## src/rtl/bram_debug_sequencer.sv

```systemverilog
// Debug-port master that loads or dumps one CPU BRAM while holding the CPU in reset.
// Define BRAM_DBG_CSUM_EN to enable the transfer checksum on csum; otherwise csum is tied to 0.
module bram_debug_sequencer #(
    parameter int unsigned WORDS     = 4096,
    parameter logic [31:0] BASE_ADDR = 32'h0
) (
    input  logic        CPU_CLK,
    input  logic        CPU_RST_N,
    input  logic        start_load,
    input  logic        start_dump,
    input  logic        in_valid,
    output logic        in_ready,
    input  logic [31:0] in_data,
    input  logic        in_last,
    output logic        out_valid,
    input  logic        out_ready,
    output logic [31:0] out_addr,
    output logic [31:0] out_data,
    output logic [31:0] dbg_a2,
    output logic [31:0] dbg_wd2,
    output logic [3:0]  dbg_we2,
    input  logic [31:0] dbg_rd2,
    output logic        busy,
    output logic        done,
    output logic        cpu_rst_hold,
    output logic [31:0] csum
);

    typedef enum logic [2:0] {
        IDLE,
        LOAD,
        LOAD_FLUSH,
        DUMP_ADDR,
        DUMP_CAP,
        DUMP_OUT,
        FINISH
    } state_t;

    localparam logic [12:0] LAST_IDX = 13'(WORDS - 1);

    state_t      state, stateNext;
    logic [12:0] idx, idxNext;
    logic        inReadyR, inReadyNext;
    logic        outValidR, outValidNext;
    logic [31:0] outAddrR, outAddrNext;
    logic [31:0] outDataR, outDataNext;
    logic [31:0] dbgA2R, dbgA2Next;
    logic [31:0] dbgWd2R, dbgWd2Next;
    logic [3:0]  dbgWe2R, dbgWe2Next;
    logic        busyR, busyNext;
    logic        doneR, doneNext;
    logic        loadAccept;

    function automatic logic [31:0] wordAddr(input logic [12:0] i);
        return BASE_ADDR + {17'b0, i, 2'b00};
    endfunction

    assign loadAccept = (state == LOAD) && in_valid && inReadyR;

    always_comb begin
        stateNext    = state;
        idxNext      = idx;
        inReadyNext  = inReadyR;
        outValidNext = outValidR;
        outAddrNext  = outAddrR;
        outDataNext  = outDataR;
        dbgA2Next    = dbgA2R;
        dbgWd2Next   = dbgWd2R;
        dbgWe2Next   = '0;
        doneNext     = 1'b0;

        case (state)
            IDLE: begin
                if (start_load) begin
                    stateNext   = LOAD;
                    idxNext     = '0;
                    inReadyNext = 1'b1;
                    dbgA2Next   = BASE_ADDR;
                end else if (start_dump) begin
                    stateNext = DUMP_ADDR;
                    idxNext   = '0;
                    dbgA2Next = BASE_ADDR;
                end
            end
            LOAD: begin
                // The accepted word lands on the port next cycle, so the address is that of the current idx.
                if (loadAccept) begin
                    dbgWe2Next = '1;
                    dbgWd2Next = in_data;
                    dbgA2Next  = wordAddr(idx);
                    idxNext    = idx + 13'd1;
                    if (in_last || idx == LAST_IDX) begin
                        inReadyNext = 1'b0;
                        stateNext   = LOAD_FLUSH;
                    end
                end
            end
            LOAD_FLUSH: begin
                stateNext = FINISH;
                doneNext  = 1'b1;
            end
            DUMP_ADDR: begin
                stateNext = DUMP_CAP;
            end
            DUMP_CAP: begin
                outDataNext  = dbg_rd2;
                outAddrNext  = dbgA2R;
                outValidNext = 1'b1;
                stateNext    = DUMP_OUT;
            end
            DUMP_OUT: begin
                if (out_ready) begin
                    outValidNext = 1'b0;
                    if (idx == LAST_IDX) begin
                        stateNext = FINISH;
                        doneNext  = 1'b1;
                    end else begin
                        idxNext   = idx + 13'd1;
                        dbgA2Next = wordAddr(idx + 13'd1);
                        stateNext = DUMP_ADDR;
                    end
                end
            end
            FINISH: begin
                stateNext = IDLE;
            end
            default: begin
                stateNext = IDLE;
            end
        endcase

        busyNext = (stateNext != IDLE);
    end

    always_ff @(posedge CPU_CLK or negedge CPU_RST_N) begin
        if (!CPU_RST_N) begin
            state     <= IDLE;
            idx       <= '0;
            inReadyR  <= 1'b0;
            outValidR <= 1'b0;
            outAddrR  <= '0;
            outDataR  <= '0;
            dbgA2R    <= BASE_ADDR;
            dbgWd2R   <= '0;
            dbgWe2R   <= '0;
            busyR     <= 1'b0;
            doneR     <= 1'b0;
        end else begin
            state     <= stateNext;
            idx       <= idxNext;
            inReadyR  <= inReadyNext;
            outValidR <= outValidNext;
            outAddrR  <= outAddrNext;
            outDataR  <= outDataNext;
            dbgA2R    <= dbgA2Next;
            dbgWd2R   <= dbgWd2Next;
            dbgWe2R   <= dbgWe2Next;
            busyR     <= busyNext;
            doneR     <= doneNext;
        end
    end

`ifdef BRAM_DBG_CSUM_EN
    logic [31:0] csumR, csumNext;

    always_comb begin
        csumNext = csumR;
        if (state == IDLE && (start_load || start_dump)) begin
            csumNext = '0;
        end else if (loadAccept) begin
            csumNext = csumR + in_data;
        end else if (state == DUMP_CAP) begin
            csumNext = csumR + dbg_rd2;
        end
    end

    always_ff @(posedge CPU_CLK or negedge CPU_RST_N) begin
        if (!CPU_RST_N) begin
            csumR <= '0;
        end else begin
            csumR <= csumNext;
        end
    end

    assign csum = csumR;
`else
    assign csum = '0;
`endif

    assign in_ready     = inReadyR;
    assign out_valid    = outValidR;
    assign out_addr     = outAddrR;
    assign out_data     = outDataR;
    assign dbg_a2       = dbgA2R;
    assign dbg_wd2      = dbgWd2R;
    assign dbg_we2      = dbgWe2R;
    assign busy         = busyR;
    assign done         = doneR;
    assign cpu_rst_hold = busyR;

endmodule

```

## config.mk

```make
export PLATFORM = sky130hd
export DESIGN_NAME = bram_debug_sequencer
export DESIGN_NICKNAME = d
export VERILOG_FILES = /design/src/rtl/bram_debug_sequencer.sv
export SDC_FILE = /design/constraint.sdc
export NUM_CORES = 1
export LEC_CHECK = 0
export BUFFER_PORTS_ARGS = -buffer_cell sky130_fd_sc_hd__buf_4
export CAP_MARGIN = 20
export CORE_ASPECT_RATIO = 1.75
export CORE_MARGIN = 2
export CORE_UTILIZATION = 40
export CTS_BUF_LIST = sky130_fd_sc_hd__clkbuf_16
export DETAILED_ROUTE_END_ITERATION = 10
export GPL_TIMING_DRIVEN = 1
export HOLD_SLACK_MARGIN = 0.03
export PLACE_DENSITY = 0.75
export SLEW_MARGIN = 20
export SYNTH_ARGS = -nofsm -noshare
export SYNTH_HDL_FRONTEND = slang
export SYNTH_SLANG_ARGS = --single-unit
```

## constraint.sdc

```tcl
create_clock -name CPU_CLK -period 2.3 [get_ports CPU_CLK]
set_input_delay 0.23 -clock CPU_CLK [delete_from_list [all_inputs] [get_ports CPU_CLK]]
set_output_delay 0.23 -clock CPU_CLK [all_outputs]
set_load 0.005 [all_outputs]
```

==> results of run 1 <==
[flip-flops by register name, summed over array words and instances (netlist names)]
signal     cells
done           1
out_valid      1
busy           1
dbg_wd2       32
out_data      32
dbg_we2        1
dbg_a2        13
in_ready       1
out_addr      13
state          3
idx           13
[how the worst max path moves through the flow]
| stage | start | end | slack [ns] | depth (start not counted) |
|---|---|---|---|---|
| global placement | idx[1] | idx[1] | 0.27 | 5 |
| CTS | idx[0] | idx[12] | 0.21 | 5 |
| finish | state[0] | dbg_a2[2] | 0.32 | 4 |
| global route | idx[0] | idx[12] | 0.15 | 5 |
| detailed placement | idx[0] | idx[1] | 0.21 | 5 |
| floorplan | idx[0] | idx[7] | 0.36 | 7 |
[layer usage]
metal	track usage [%]	up-vias
met2	29.7	175
li1	-	1750
met4	7.82	0
met3	3.14	27
met5	0	-
met1	16.5	1841
[per-stage QoR]
stage,power [W],cells,utilization (%)
after floorplan,0.00503,516,-
after global placement,0.00645,772,49.6
after detailed placement,0.00658,772,49.6
after CTS,0.00803,788,51.7
after global routing,0.00841,788,51.7
final,0.00794,788,51.7
[logic make-up (layout without fill, tap and decap cells)]
family | count (synthesis) | count (layout) | synth area share (%)
AOI/OAI and AO/OA | 62 | 62 | 8.52
xor gates and xnor gates | 11 | 11 | 1.78
adders and majority gates | 1 | 1 | 0.231
buffers and inverters | 106 | 204 | 13.2
DFF | 111 | 111 | 51.2
muxes | 84 | 84 | 17.4
other | 1 | 70 | 0.0692
and+or+nand+nor | 71 | 71 | 7.48
[cell type report]
class                   count  area (um2)
repair buffers            183        1400
flip-flops and latches    111        2780
fillers                  1167        6420
inverters                   6        22.5
well taps                 174         218
clock buffers               9         225
multi-input cells         299        2200
clock inverters             6        47.5
[power breakdown]
part           internal [W]  leakage [nW]  switching, W
clock network      0.000736         0.127      0.000694
logic               0.00191          1.76       0.00138
registers           0.00271          1.39      0.000507
total               0.00535          3.28       0.00258
[Yosys cell counts, drive strengths merged, types with 2 or more instances]
cell,number
a21o,2
a21oi,9
a31oi,11
and3,2
buf,93
clkbuf,7
dfrtp,111
inv,6
mux2,83
nand2,10
nand2b,3
nand3,12
nand4,7
nor2,15
nor2b,5
nor3,5
nor4,7
o211ai,9
o21a,6
o21ai,12
o31ai,7
xnor2,9
xor2,2
[timing repair]
item / CTS / global route
endpoints found under the setup margin: 0 / 1
hold buffers: 1 / 0
setup buffers: 0 / 0
resized for setup: 0 / 1
hold endpoints to repair: 65 / 0
==> impl_metrics.json, run 1 <==
{
  "m1WireLength_um": 4100,
  "hold_path.class": "in -> reg",
  "drt-total-wl_um": 11900,
  "grt_pass1_vias": 3632,
  "dpl_worst_slack_ns": 0.211,
  "drtPass1Iterations": 4,
  "synth_top_area_cell": "dfrtp_1",
  "maxSlewViolCount": 0,
  "cp_top_family": "compound AO/OA/AOI/OAI gates",
  "diodes": 0,
  "initial_utilization_pct": 40.7,
  "setup_tns_ns": 0,
  "die_w_um": 92.0,
  "syn_to_final_growth_pct": 27.1,
  "synth-async-reset-ratio_pct": 100,
  "status": "finished, final reports clean",
  "cts_tree": "done",
  "ir_drop_mv": 0.505,
  "first_iter_violations": 170,
  "yosys_warnings": 0,
  "finalNetCount": 682,
  "timing.fmax_mhz": 506,
  "dr_wl_met3_um": 685,
  "rr_endpoint": "dbg_a2[2]",
  "clockBufferDepth": 2,
  "layout-drive-gt1-share_pct": 48.0,
  "clock_latency_ns": 0.34,
  "cp.required_ns": 2.53,
  "critical_path.startpoint_type": "flop",
  "post-route-period-util_pct": 86.0,
  "hpwl_um": 9090,
  "maxUsedRoutingLayer": "met4",
  "r2r_cells": 4,
  "final_common_cell": "buf_4",
  "worstHoldEndpoint": "out_data[5]",
  "critPathCaptureType": "flop",
  "dr_wl_met2_um": 6750,
  "worstMarginPinSlew_ns": 0.555,
  "cp_max_fo": 16,
  "ios": 240,
  "synth_top_area_share_pct": 51.2,
  "timing.hold.ws_ns": 0.113,
  "ys_ff_latch": 111,
  "synthesis.area_um2": 5420,
  "antenna_found_initial": 0,
  "hp-start": "dbg_rd2[5]",
  "synth_edf_count": 0,
  "path_buf_inv": 0,
  "core-area_um2": 13300,
  "min_path_cells": 2,
  "htreeDepth": 3,
  "slowest_stage": "dfrtp_1",
  "r2r_slack_ns": 0.32,
  "wl_per_cell_um": 15.1,
  "worst_clock_skew_ns": 0.00882,
  "die_h_um": 158,
  "p_per_area_nw_per_um2": 1150,
  "drc": 0,
  "grt_first_pass_wirelength_um": 18000,
  "rsz0062_at_grt": "no",
  "worstPathArrival_ns": 2.21,
  "synth_flop_cell": "dfrtp_1",
  "worstPathCellList": "nor3_1, a2111o_1, o21ai_4, mux2_2",
  "avgSynthCellArea_um2": 12.1,
  "total_leakage_power_nw": 3.28,
  "drtAntennaViolNets": 0,
  "critical_path_class": "reg -> reg",
  "hold_viol": 0,
  "fin_area_um2": 6890,
  "cts.sinks": 111,
  "grt_max_degree": 59,
  "final-setup-viol-count": 0,
  "fp-row-count": 56,
  "final_cell_mix": "buf_4, dfrtp_1, mux2_2",
  "gp_congestion": 0.883,
  "path_clk_slew_ns": 0.08,
  "layout_setup_ws_ns": 0.322,
  "reg2reg_from": "state[0]",
  "period_minus_slack_ns": 1.98,
  "grt_overflow": 0,
  "max_stage_delay_ns": 0.56,
  "yosys-top-cells-area": "dfrtp_1, mux2_2, buf_4",
  "synthCells": 447,
  "relSlewSlack_pct": 63.0,
  "yosys.cell_types.count": 47,
  "clockRootBuffer": "clkbuf_16",
  "postPlaceCellArea_um2": 6610,
  "maxCapViolCount": 0,
  "cts-buffers-inserted": 9,
  "vias": 3793,
  "io_buffers": 169,
  "grt_usage_pct": 15.8,
  "seq_area_frac_synth_pct": 51.2,
  "vias_per_cell": 4.81,
  "dieArea_um2": 14500
}
Note: power is estimated with default switching activity, not from simulation.
==> run 2, diff against run 1 <==
==> config.mk (replaced) <==
export PLATFORM = sky130hd
export DESIGN_NAME = bram_debug_sequencer
export DESIGN_NICKNAME = d
export VERILOG_FILES = /design/src/rtl/bram_debug_sequencer.sv
export SDC_FILE = /design/constraint.sdc
export NUM_CORES = 1
export LEC_CHECK = 0
export CAP_MARGIN = 20
export CORE_ASPECT_RATIO = 1.75
export CORE_MARGIN = 2
export CORE_UTILIZATION = 40
export CTS_BUF_LIST = sky130_fd_sc_hd__clkbuf_8
export DETAILED_ROUTE_END_ITERATION = 10
export DONT_BUFFER_PORTS = 1
export GPL_TIMING_DRIVEN = 1
export HOLD_SLACK_MARGIN = 0.03
export PLACE_DENSITY = 0.6
export SLEW_MARGIN = 20
export SYNTH_ARGS = -nofsm -noshare
export SYNTH_HDL_FRONTEND = slang
export SYNTH_SLANG_ARGS = --single-unit
==> run 2 against run 1 <==
The flow now finishes with violations (negative hold slack); clock skew rose by 0.0036 ns; utilization fell by 5.5 points; sequential share of layout area rose by 4.8 points; non-clock buffer count fell by 107; wire length fell by 2.1%; register-to-register slack got worse by 0.09 ns; die area did not move; hold slack got worse by 0.57 ns; first-iteration DRC count rose by 2.9%; design area fell by 11%; critical path type unchanged; critical endpoint is now dbg_a2[3]; largest cell class unchanged; largest power group is now sequential cells; highest routed layer unchanged.
==> impl_metrics.json, run 2 (synthesis results as in run 1) <==
{
  "layout-drive-gt1-share_pct": 24.4,
  "endpoint": "dbg_a2[3]",
  "rr_endpoint": "dbg_a2[3]",
  "reg2reg_from": "idx[1]",
  "cts-buffers-inserted": 9,
  "gp_congestion": 0.865,
  "drt-total-wl_um": 11700,
  "grt_overflow": 0,
  "final_common_cell": "dfrtp_1",
  "worstPathArrival_ns": 2.33,
  "netSwitchingPower_w": 0.00235,
  "antenna_found_initial": 0,
  "p_comb_share_pct": 30.7,
  "period_minus_slack_ns": 2.07,
  "critical_path_class": "reg -> reg",
  "post-route-period-util_pct": 89.9,
  "diodes": 0,
  "max_stage_delay_ns": 0.47,
  "path_clk_slew_ns": 0.11,
  "critical_path.startpoint_type": "flop",
  "cp_top_family": "simple AND/OR/NAND/NOR gates",
  "status": "finished with violations",
  "critPathLaunch": "idx[1]",
  "total_leakage_power_nw": 2.67,
  "r2r_slack_ns": 0.23,
  "drc": 0,
  "ir_drop_mv": 0.428,
  "seqPwrFrac_pct": 51.3,
  "wl_per_cell_um": 17.1,
  "dieArea_um2": 14500,
  "clkPwrFrac_pct": 18.0,
  "grt_first_pass_wirelength_um": 17900,
  "cp_max_fo": 16,
  "hpwl_um": 8060,
  "vias": 3400,
  "final_cell_mix": "dfrtp_1, mux2_2, conb_1",
  "core-area_um2": 13300,
  "worstPathCellList": "ha_1, nand4_1, nor4_4, o21ai_4, mux2_2",
  "worstSetupPathDepth": 5,
  "cts_tree": "done",
  "die_w_um": 92.0,
  "slowest_stage": "dfrtp_1",
  "r2r_cells": 5,
  "setup_tns_ns": 0,
  "htreeDepth": 3,
  "clockRootBuffer": "clkbuf_8",
  "timing.hold.ws_ns": -0.456,
  "grt_pass1_vias": 3423,
  "worst_clock_skew_ns": 0.0124,
  "syn_to_final_growth_pct": 13.6,
  "finalNetCount": 575,
  "fp-row-count": 56,
  "dp.cells": 601,
  "timing.fmax_mhz": 484,
  "grt_max_degree": 112,
  "nFillCells": 1181,
  "violations": "negative hold slack",
  "vias_per_cell": 4.99,
  "die_h_um": 158,
  "switching_share_pct": 35.2,
  "p_per_area_nw_per_um2": 1080,
  "cp.required_ns": 2.56,
  "cts_hold_buf": 65,
  "relSlewSlack_pct": 63.6,
  "multiInputGateArea_um2": 2190,
  "initial_utilization_pct": 40.7,
  "grt_usage_pct": 15.8,
  "drtAntennaViolNets": 0,
  "clock_latency_ns": 0.37,
  "cts.sinks": 111,
  "instances_no_fill": 682,
  "postCtsSetupBuffers": 0,
  "hold_path.class": "in -> async",
  "clockBufferDepth": 2,
  "path_buf_inv": 0,
  "rsz0062_at_grt": "no",
  "hold_viol": 111,
  "p_int_w": 0.00432,
  "ios": 240,
  "maxSlewViolCount": 0,
  "worstMarginPinSlew_ns": 0.545,
  "first_iter_violations": 175,
  "seq_area_um2": 2780,
  "drtPass1Iterations": 4,
  "postCtsResizedCells": 0,
  "io_buffers": 0,
  "critPathCaptureType": "flop",
  "maxCapViolCount": 0,
  "final-setup-viol-count": 0
}
run 2: cell count changes in the layout (fill, tap and decap cells not counted), moves of 2 or more:
cell and change:
buf_4 -170, clkbuf_16 -9, clkbuf_8 +9, clkinv_4 -2
dlygate4sd3_1 +64
run 2: layout make-up:
| cell class | count | area share (%) |
|---|---|---|
| clock inverter | 7 | 1.30 |
| tap | 174 | 3.54 |
| sequential | 111 | 45.1 |
| timing repair buffer | 76 | 12.1 |
| clock buffer | 9 | 2.01 |
| inverter | 6 | 0.366 |
| multi-input combinational | 299 | 35.6 |
run 2: power by group through the flow:
stage	combinational [W]	clock [W]	sequential, W
after CTS	0.00205	0.00125	0.00343
after global routing	0.00224	0.00132	0.00351
after detailed placement	0.00196	0	0.00348
after global placement	0.00189	0	0.00345
after floorplan	0.00184	0	0.00319
final	0.00205	0.00120	0.00343
run 2: layer usage:
layer / GRT usage [%] / routed length (um)
met3: 2.95 / 671
met1: 16.0 / 3980
met2: 30.7 / 6730
met4: 7.04 / 281
met5: 0 / 0
run 2: metrics by stage:
| stage | hold slack, ns | cell area (um2) | util [%] | setup slack, ns | total power (W) |
|---|---|---|---|---|---|
| global placement | -0.0612 | 5300 | 39.8 | 0.333 | 0.00534 |
| detailed placement | -0.0604 | 5300 | 39.8 | 0.266 | 0.00544 |
| global route | -0.491 | 6160 | 46.3 | 0.0565 | 0.00708 |
| floorplan | -0.0656 | 5680 | - | 0.356 | 0.00503 |
| finish | -0.456 | 6160 | 46.3 | 0.233 | 0.00667 |
| CTS | -0.489 | 6160 | 46.3 | 0.237 | 0.00674 |
run 2: worst min-delay path by stage:
stage / slack [ns] / from / end / depth (start not counted)
2_1_floorplan: -0.07 / CPU_RST_N / busy / 0
3_3_place_gp: -0.06 / CPU_RST_N / dbg_wd2[23] / 0
3_5_place_dp: -0.06 / CPU_RST_N / dbg_wd2[24] / 0
4_1_cts: -0.49 / CPU_RST_N / dbg_wd2[30] / 0
5_1_grt: -0.49 / CPU_RST_N / dbg_wd2[21] / 0
6_report: -0.46 / CPU_RST_N / dbg_wd2[0] / 0
run 2: worst reg2reg max path, cell delays in order, from the launching register on:
cell,delay [ns]
dfrtp_1,0.47
ha_1,0.42
nand4_1,0.22
nor4_4,0.31
o21ai_4,0.22
mux2_2,0.34
==> run 3, diff against run 2 <==
--- a/config.mk
+++ b/config.mk
@@ -15,7 +15,7 @@
 export GPL_TIMING_DRIVEN = 1
 export HOLD_SLACK_MARGIN = 0.03
 export PLACE_DENSITY = 0.6
-export SLEW_MARGIN = 20
+export REMOVE_ABC_BUFFERS = 1
 export SYNTH_ARGS = -nofsm -noshare
 export SYNTH_HDL_FRONTEND = slang
 export SYNTH_SLANG_ARGS = --single-unit
==> run 3 against run 2 <==
The flow still finishes with violations (negative hold slack); sequential cell count is the same; count of clock-buffer cells in the layout grew 2; global-route usage shrank 0.68 points; via count grew 0.32%; final cell count is the same; clock skew shrank 0.0019 ns; register-to-register slack is essentially flat; critical path depth is the same; first-iteration DRC count grew 5.1%; power shrank 0.72%; critical endpoint is now dbg_a2[7]; hold slack lost 0.0067 ns; non-clock buffer count is the same.
==> impl_metrics.json, run 3 (synthesis results as in run 1) <==
{
  "postCtsResizedCells": 0,
  "dieArea_um2": 14500,
  "dpl_worst_slack_ns": 0.248,
  "violations": "negative hold slack",
  "final_common_cell": "dfrtp_1",
  "critical_path_class": "reg -> reg",
  "ir_drop_mv": 0.397,
  "clockBufferDepth": 2,
  "worst_clock_skew_ns": 0.0105,
  "clkPwrFrac_pct": 17.4,
  "critPathCaptureType": "flop",
  "drt-total-wl_um": 11400,
  "cts_tree": "done",
  "r2r_cells": 5,
  "diodes": 0,
  "vias": 3411,
  "p_comb_share_pct": 31.2,
  "worstPathCellList": "ha_1, nand4_1, nor4_4, o21ai_4, mux2_2",
  "clock_latency_ns": 0.37,
  "total_leakage_power_nw": 2.68,
  "cp_max_fo": 16,
  "maxSlewViolCount": 0,
  "p_total_w": 0.00663,
  "grt_overflow": 0,
  "path_buf_inv": 0,
  "reg2reg_from": "idx[0]",
  "grt_pass1_vias": 3386,
  "cts-buffers-inserted": 9,
  "vias_per_cell": 5.00,
  "antenna_found_initial": 0,
  "netSwitchingPower_w": 0.00235,
  "timing.fmax_mhz": 484,
  "gr-max-usage-layer": "met2",
  "seqPwrFrac_pct": 51.5,
  "die_w_um": 92.0,
  "cp.required_ns": 2.56,
  "hold_viol": 111,
  "grt_util_met2_pct": 29.9,
  "layout-drive-gt1-share_pct": 24.6,
  "worstSetupPathDepth": 5,
  "postCtsSetupBuffers": 0,
  "timing.hold.ws_ns": -0.463,
  "p_int_w": 0.00427,
  "first_iter_violations": 184,
  "status": "finished with violations",
  "drc": 0,
  "dp.cells": 601,
  "wl_per_cell_um": 16.7,
  "final-setup-viol-count": 0,
  "htreeDepth": 3,
  "grt_usage_pct": 15.1,
  "fp-row-count": 56,
  "syn_to_final_growth_pct": 13.6,
  "gp_congestion": 0.911,
  "grt_first_pass_wirelength_um": 17200,
  "critical_path.startpoint_type": "flop",
  "period_minus_slack_ns": 2.07,
  "worstPathArrival_ns": 2.32,
  "cts_hold_buf": 65,
  "path_clk_slew_ns": 0.11,
  "rsz0062_at_grt": "no",
  "drtAntennaViolNets": 0,
  "maxCapViolCount": 0,
  "cts.sinks": 111,
  "hpwl_um": 7890,
  "io_buffers": 0,
  "max_stage_delay_ns": 0.47,
  "endpoint": "dbg_a2[7]",
  "layout_setup_ws_ns": 0.235,
  "finalNetCount": 575,
  "cp_top_family": "simple AND/OR/NAND/NOR gates",
  "initial_utilization_pct": 40.7,
  "core-area_um2": 13300,
  "met3_usage_pct": 2.81,
  "grt_max_degree": 112,
  "ios": 240,
  "switching_share_pct": 35.5,
  "clockRootBuffer": "clkbuf_8",
  "gr-usage-met1_pct": 14.9,
  "post-route-period-util_pct": 89.8,
  "rr_endpoint": "dbg_a2[7]",
  "final_cell_mix": "dfrtp_1, mux2_2, conb_1",
  "instances_no_fill": 682,
  "hold_path.class": "in -> async",
  "critPathLaunch": "idx[0]",
  "die_h_um": 158,
  "r2r_slack_ns": 0.23,
  "p_per_area_nw_per_um2": 1080,
  "drtPass1Iterations": 4,
  "slowest_stage": "dfrtp_1"
}
-- run 3: changes by cell type in the layout (fill, tap and decap cells not counted) --
| cell | change |
|---|---|
| clkbuf_8 | +2 |
| clkinv_4 | +2 |
| bufinv_16 | -1 |
| inv_1 | -1 |
| clkinvlp_4 | -2 |
-- run 3: how the worst min path moves through the flow --
stage	slack (ns)	startpoint	endpoint
finish	-0.46	CPU_RST_N	dbg_wd2[19]
global route	-0.50	CPU_RST_N	dbg_wd2[19]
detailed placement	-0.06	CPU_RST_N	dbg_wd2[0]
floorplan	-0.07	CPU_RST_N	busy
global placement	-0.06	CPU_RST_N	dbg_wd2[7]
CTS	-0.49	CPU_RST_N	dbg_wd2[0]
-- run 3: worst reg2reg max path, stage by stage (launching register included) --
cell and delay [ns]:
dfrtp_1 0.47, ha_1 0.40, nand4_1 0.22, nor4_4 0.32, o21ai_4 0.22, mux2_2 0.33
-- run 3: cell type report --
| cell class | count | area, um2 |
|---|---|---|
| Fill cell | 1163 | 7160 |
| Clock buffer | 11 | 151 |
| Multi-Input combinational cell | 299 | 2190 |
| Clock inverter | 5 | 48.8 |
| Timing Repair Buffer | 76 | 746 |
| Sequential cell | 111 | 2780 |
| Tap cell | 174 | 218 |
| Inverter | 6 | 22.5 |
-- run 3: routing by layer --
layer / up-vias / part of all wire [%]
li1: 1535 / -
met1: 1673 / 33
met2: 181 / 58
met3: 22 / 6.3
met4: 0 / 2.4
met5: - / 0
-- run 3: through the flow --
| stage | utilization (%) | cell area (um2) | TNS, ns |
|---|---|---|---|
| after global placement | 39.8 | 5300 | 0 |
| final | 46.2 | 6150 | 0 |
| after floorplan | - | 4980 | -65.43 |
| after detailed placement | 39.8 | 5300 | 0 |
| after CTS | 46.2 | 6150 | 0 |
| after global routing | 46.2 | 6150 | 0 |
-- run 3: power by group through the flow --
stage               clock network [W]  registers [W]  logic, W
finish                        0.00115        0.00341   0.00207
global route                  0.00128        0.00350   0.00226
CTS                           0.00121        0.00341   0.00207
detailed placement                  0        0.00345   0.00197
global placement                    0        0.00342   0.00191
floorplan                           0        0.00326   0.00152
